`config.mk`:
```
export PLATFORM = sky130hd
export DESIGN_NAME = lif_sequencer
export DESIGN_NICKNAME = d
export VERILOG_FILES = /design/src/rtl/lif_sequencer.sv
export SDC_FILE = /design/constraint.sdc
export NUM_CORES = 1
export LEC_CHECK = 0
export CAP_MARGIN = 20
export CORE_UTILIZATION = 29
export CTS_CLUSTER_SIZE = 40
export DETAILED_ROUTE_END_ITERATION = 7
export PLACE_DENSITY = 0.42
export SLEW_MARGIN = 20
export SYNTH_ARGS = -nofsm -noshare
export SYNTH_HDL_FRONTEND = slang
export SYNTH_SLANG_ARGS = --single-unit
```
`constraint.sdc`:
```
create_clock -name clk -period 16.8 [get_ports clk]
set_clock_uncertainty 0.1 [all_clocks]
set_input_delay 3.36 -clock clk [delete_from_list [all_inputs] [get_ports clk]]
set_output_delay 3.36 -clock clk [all_outputs]
set_load 0.02 [all_outputs]
```
`src/rtl/lif_sequencer.sv`:
```
// rtl/lif_sequencer.sv - time-multiplexed leaky integrate-and-fire neuron sweep with AER spike output
// One neuron is updated per cycle; each spike pauses the sweep until its event is accepted.
module lif_sequencer #(
   parameter int         N_NEURONS = 8,
   parameter logic [7:0] GAIN      = 8'd64,
   localparam int        AW        = $clog2(N_NEURONS)
) (
   input  logic                 clk,
   input  logic                 rst_n,
   input  logic                 start,
   input  logic                 clear,
   input  logic [N_NEURONS-1:0] current,
   input  logic [7:0]           beta,
   input  logic [7:0]           threshold,
   input  logic                 aer_ready,
   output logic                 aer_valid,
   output logic [AW-1:0]        aer_addr,
   output logic                 busy,
   output logic                 done,
   output logic [N_NEURONS-1:0] spike_vec,
   output logic [AW:0]          spike_count,
   input  logic [AW-1:0]        mem_sel,
   output logic [7:0]           state_out
);

   typedef enum logic [1:0] {IDLE, UPDATE, EMIT, DONE} state_t;

   localparam logic [AW-1:0] LAST_IDX = AW'(N_NEURONS - 1);

   state_t               state;
   logic [AW-1:0]        idx;
   logic [7:0]           mem [N_NEURONS];
   logic [N_NEURONS-1:0] cur_q;
   logic [N_NEURONS-1:0] acc;
   logic [7:0]           beta_q;
   logic [7:0]           thr_q;

   logic [15:0]          prod;
   logic [7:0]           decayed;
   logic [8:0]           sum;
   logic [7:0]           next_mem;
   logic                 fire;
   logic                 last;
   logic [AW:0]          acc_count;

   // Decay keeps the upper byte of the 8x8 product; the gain add saturates at 255.
   always_comb begin
      prod     = {8'd0, mem[idx]} * {8'd0, beta_q};
      decayed  = 8'(prod >> 8);
      sum      = {1'b0, decayed} + (cur_q[idx] ? {1'b0, GAIN} : 9'd0);
      next_mem = sum[8] ? 8'hFF : sum[7:0];
      fire     = (next_mem >= thr_q);
      last     = (idx == LAST_IDX);
   end

   always_comb begin
      acc_count = '0;
      for (int i = 0; i < N_NEURONS; i++) begin
         acc_count = acc_count + (AW+1)'(acc[i]);
      end
   end

   assign state_out = mem[mem_sel];

   always_ff @(posedge clk or negedge rst_n) begin
      if (!rst_n) begin
         state       <= IDLE;
         idx         <= '0;
         cur_q       <= '0;
         beta_q      <= '0;
         thr_q       <= '0;
         acc         <= '0;
         spike_vec   <= '0;
         spike_count <= '0;
         aer_valid   <= 1'b0;
         aer_addr    <= '0;
         busy        <= 1'b0;
         done        <= 1'b0;
         for (int i = 0; i < N_NEURONS; i++) begin
            mem[i] <= '0;
         end
      end else begin
         done <= 1'b0;
         case (state)
            IDLE: begin
               if (clear) begin
                  for (int i = 0; i < N_NEURONS; i++) begin
                     mem[i] <= '0;
                  end
               end else if (start) begin
                  cur_q  <= current;
                  beta_q <= beta;
                  thr_q  <= threshold;
                  acc    <= '0;
                  idx    <= '0;
                  busy   <= 1'b1;
                  state  <= UPDATE;
               end
            end
            UPDATE: begin
               if (fire) begin
                  mem[idx]  <= '0;
                  acc[idx]  <= 1'b1;
                  aer_valid <= 1'b1;
                  aer_addr  <= idx;
                  state     <= EMIT;
               end else begin
                  mem[idx] <= next_mem;
                  if (last) begin
                     spike_vec   <= acc;
                     spike_count <= acc_count;
                     done        <= 1'b1;
                     state       <= DONE;
                  end else begin
                     idx <= idx + 1'b1;
                  end
               end
            end
            EMIT: begin
               // acc already holds this neuron's bit, so it can be published directly.
               if (aer_ready) begin
                  aer_valid <= 1'b0;
                  if (last) begin
                     spike_vec   <= acc;
                     spike_count <= acc_count;
                     done        <= 1'b1;
                     state       <= DONE;
                  end else begin
                     idx   <= idx + 1'b1;
                     state <= UPDATE;
                  end
               end
            end
            DONE: begin
               busy  <= 1'b0;
               state <= IDLE;
            end
            default: begin
               busy      <= 1'b0;
               aer_valid <= 1'b0;
               state     <= IDLE;
            end
         endcase
      end
   end

endmodule

```
# == After elaboration in Yosys (flattened, before gate mapping) ==
# Index checks and enable logic that the tools add are counted.
# op_classes
mul,1
n_mux,53
n_lt_le_gt_ge,6
n_eq_ne,11
n_addsub,9
bitwise,6
reduce_logical,16
# op_table
cell,n
$mux W64,2
$pmux W64 S2,1
$mux W8,12
$and A64 B64 Y64,1
$bwmux W64,1
$not A64 Y64,1
$bmux W8 S3,2
$pmux W8 S2,2
$demux W8 S3,1
$add A4 B1 Y4,4
$mul A8 B8 Y16,1
$mux W3,5
$mux W2,6
$mux W4,3
$ne A2 B2 Y1 const B,6
$reduce_and A3 Y1,4
$add A8 B7 Y9,1
$mux W1,9
$pmux W3 S3,1
$ge A4 B4 Y1 const B,2
$ge A8 B8 Y1,1
$not A3 Y4,2
$or A8 B8 Y8,1
$pmux W2 S4,1
24 further kinds,32
# word_totals
out_inout_bits,26
reg_bits,119
inputBits,32
word_cells,122

# == Depth between registers and ports, before layout ==
# depth
word_depth,10
mapped_depth,40
mapped_depth_nobuf,33

# == Worst setup path after synthesis ==
# OpenSTA, ideal clock, no wires.
# synth_timing
path_kind,reg2reg
from,reg idx[2]
to,reg spike_count[0]
arrival_ns,8.557
path_slack_ns,8.019
required_time_ns,16.575
setup_ns,0.125
path_stages_with_launch,38
path_cell_list,dfrtp_1 clkbuf_1 inv_1 nor3_1 a22oi_1 and3_1 clkbuf_1 nand2b_1 fa_1 fa_1 inv_1 fa_1 inv_1 fa_1 inv_1 ha_1 nand3_1 nor3_1 (+2 left out) o31a_1 o22ai_2 buf_4 o21ba_2 xnor2_1 ha_1 a31o_2 buf_2 inv_1 ha_1 nand2b_1 a21o_1 a21oi_1 o21ai_0 a21o_1 a211oi_1 clkbuf_1 mux2_2
# synth_via
elab_chain_len,10
# synth_lines
item,line_no,source
from (decl),31,logic [AW-1:0] idx;
from (signal assigned),115,idx <= idx + 1'b1;
from (signal assigned),129,idx <= idx + 1'b1;
$not A3 Y4 (not written as such),48,"prod = {8'd0, mem[idx]} * {8'd0, beta_q};"
$bmux W8 S3,48,
$mux W8 (not written as such) (2 in a row),48,
$mul A8 B8 Y16,48,
$add A8 B7 Y9,50,"sum = {1'b0, decayed} + (cur_q[idx] ? {1'b0, GAIN} : 9'd0);"
$mux W8,51,next_mem = sum[8] ? 8'hFF : sum[7:0];
$ge A8 B8 Y1,52,fire = (next_mem >= thr_q);
$ne A2 B2 Y1 (no line),--,
$reduce_and A3 Y1 (no line),--,
to (signal assigned),111,spike_count <= acc_count;
to (signal assigned),125,spike_count <= acc_count;
to (decl),21,"output logic [AW:0] spike_count,"
# Parallel ways exist; a longest one is shown, timed or not. The select of a mux whose other input is x is not followed.
# A chain may end at the register's enable or synchronous reset.

# == Worst setup path after layout ==
# layout_timing
from,reg idx[1]
to,reg mem[45] in the netlist's numbering
# layout_via
elab_chain_len,10
# layout_lines
item,line_no,source
$not A3 Y4 (not written as such),"48, 102, 108",
$bmux W8 S3,48,
$mux W8 (not written as such) (2 in a row),48,
$mul A8 B8 Y16,48,
$add A8 B7 Y9,50,
$mux W8,51,
$ge A8 B8 Y1 or $bwmux W64 (tied branches),"52, 108",
$mux W64 (*),101,if (fire) begin
$pmux W64 S2 (*),84,case (state)
"to (signal, indexed assignment)",108,mem[idx] <= next_mem;
to (decl),32,logic [7:0] mem [N_NEURONS];
# Mark *: on every way between the ends. The rest lies on a longest branch, timed or not. The select of a mux whose other input is x is not followed.

==> metrics.yaml <==
grt_max_degree: 72
area_delta_synth_final_pct: 18.8
cts_inserted_buffers: 17
regToRegSetupSlack_ns: 6.55
drtAntennaViolNets: 0
path_common_cell: "inv_1"
synth_top_area_share_pct: 35.6
synth_top_flop_cell: "dfrtp_1"
port_buffers: 57
cp_slowest_cell: "a211oi_2"
slew_headroom_pct: 22.1
io_pins: 58
layout.nets: 929
grt.total_usage_pct: 19.3
worst_setup_path_end_kind: "register"
clk-insertion-delay-late_ns: 0.44
hold_path_depth: 1
layout_commonest_cell: "dfrtp_1"
placed_area_um2: 9310
grt_pass1_vias: 6756
synth.cell_area_um2: 8370
crit_path_max_fanout: 18
wl_per_cell_um: 22.1
worstMarginPinSlew_ns: 1.17
synth-async-reset-ratio_pct: 100
rsz0062_at_grt: "no"
ir_drop_mv: 0.0967
wl_um: 26500
syn_nets: 887
switchingPower_uw: 550
synth_top_cell_by_area: "dfrtp_1"
synth_area_leaders: "dfrtp_1 36%, fa_1 9.3%, ha_1 7.6%"
avgSynthCellArea_um2: 10.9
die_y_um: 172
clk_pin_slew_ns: 0.06
coreArea_um2: 28100
ys_warn_count: 0
vias: 6359
die-area_um2: 29500
cts_hold_buf: 0
dpl.hpwl_um: 18600
max_freq_ghz: 0.0976
power_frac_seq_pct: 31.2
crit_required_ns: 17.06
die_x_um: 172
clock_power_share_pct: 29.3
fin_area_um2: 9940
cts_buffer_depth: 2
leakage_uw: 0.00456
maxCapViolCount: 0
ys_seq_area_share_pct: 35.6
postCtsSetupBuffers: 0
p_sw_share_pct: 41.1
ys_ff_latch: 119
grt_pass1_wl_um: 41700
crit_type: "reg2reg"
hold_class: "reg2reg"
clock-root-buffer: "clkbuf_16"
finalSetupTns_ns: 0
overflow: 0
arrival_ns: 10.50
power.density_nw_per_um2: 134
drcViolationCount: 0
synth_edf_count: 0
drt_iter0_drc: 613
grt_antenna_before_repair: 0
gp_congestion: 0.867
htreeDepth: 4
internal_power_uw: 787
startpoint_type: "register"
num_antenna_cells: 0
dr.pass1.iters: 7
cts_resized: 0
syn_inst: 765
cts_sinks: 119
cts_tree: "built"
rows: 61
finalMaxSlewViolations: 0
drt-vias-per-instance: 5.31
ys_types: 56
finalSetupViolCount: 0
layout-drive-gt1-share_pct: 16.1
layout_common_cells: "119 x dfrtp_1, 63 x inv_1, 56 x clkdlybuf4s50_1"
min_period_ns: 10.25
combPwrFrac_pct: 39.5
reg2regPathDepth: 34
finalHoldViolCount: 0
post-route-period-util_pct: 61.0
start_util_pct: 29.8
status: "finished clean"
crit_path_max_incr_delay_ns: 0.94
routing by layer:
layer / track usage (%) / vias to the layer above / share of wire, %
li1: - / 2862 / -
met1: 26.6 / 3228 / 45
met5: 0 / - / 0
met2: 29.9 / 230 / 46
met4: 5.77 / 0 / 1.9
met3: 4.46 / 39 / 6.4
through the flow:
step                util, %  setup WS (ns)  cells  hold slack, ns  power (uW)
floorplan                 -           8.02    765           0.366         735
global placement       33.1           6.78   1165           0.395         945
detailed placement     33.1           6.67   1165           0.395         946
CTS                    35.4           6.64   1197           0.410        1350
global route           35.4           5.99   1198           0.424        1420
finish                 35.4           6.55   1198           0.407        1340
power groups by stage:
stage                     clock network [uW]  registers [uW]  logic (uW)
after floorplan                            0             398         337
after CTS                                401             419         528
after detailed placement                   0             423         523
final                                    392             417         527
after global placement                     0             422         523
after global routing                     413             429         577
worst paths after layout:
check / endpoint / startpoint
min in group asynchronous: spike_vec[6] / rst_n
max in group asynchronous: beta_q[5] / rst_n
worst max register to register: mem[45] / idx[1]
worst min register to register: spike_vec[6] / spike_vec[6]
worst min-delay path: spike_vec[6] / spike_vec[6]
worst max-delay path: mem[45] / idx[1]
registers in the layout, summed over array words and instances, names as in the netlist:
register,cells
done,1
cur_q,8
thr_q,8
aer_addr,3
spike_vec,8
spike_count,4
aer_valid,1
busy,1
mem,64
acc,8
idx,3
state,2
beta_q,8
critical path, delay by kind of cell (launching register included):
kind | cells | cell delay [ns]
buf+inv | 7 | 0.90
simple gates | 9 | 2.00
compound gates | 10 | 3.38
xor+xnor | 1 | 0.12
fa+ha+maj | 7 | 3.13
flops | 1 | 0.56
logic make-up after synthesis:
kind of cell	Yosys count	share of synthesized area, %
and+or+nand+nor	202	13.5
AOI/OAI and AO/OA	170	15.5
DFF	119	35.6
buffers and inverters	107	5.44
adders and majority gates	90	17.0
muxes	72	12.5
xor gates and xnor gates	5	0.523
final cells by class:
| class | instances | area, um^2 |
|---|---|---|
| tap | 378 | 473 |
| clock buffer | 19 | 453 |
| clock inverter | 13 | 171 |
| sequential | 119 | 2980 |
| multi-input combinational | 539 | 4990 |
| fill | 2856 | 18100 |
| timing repair buffer | 66 | 639 |
| inverter | 64 | 240 |
synthesized netlist by cell type, types with 3 or more instances:
cell type	instances
dfrtp_1	119
inv_1	63
a22o_1	54
ha_1	51
mux2_2	49
nor2b_1	46
fa_1	39
nand2_1	31
clkbuf_1	27
nor2_1	24
nand3_1	23
a21oi_1	21
and2_1	21
mux4_2	17
a21o_1	16
a22oi_1	16
o21ai_0	15
and3_1	11
a211oi_1	10
nand2b_1	10
nand4_1	10
a41oi_1	8
or4_1	8
a221oi_1	7
nor3_1	6
a31o_2	5
buf_6	5
or3_1	5
buf_1	4
buf_2	4
buf_4	3
mux4_1	3
o21a_1	3
xor2_1	3
No activity file was read; power rests on OpenSTA's default activity.
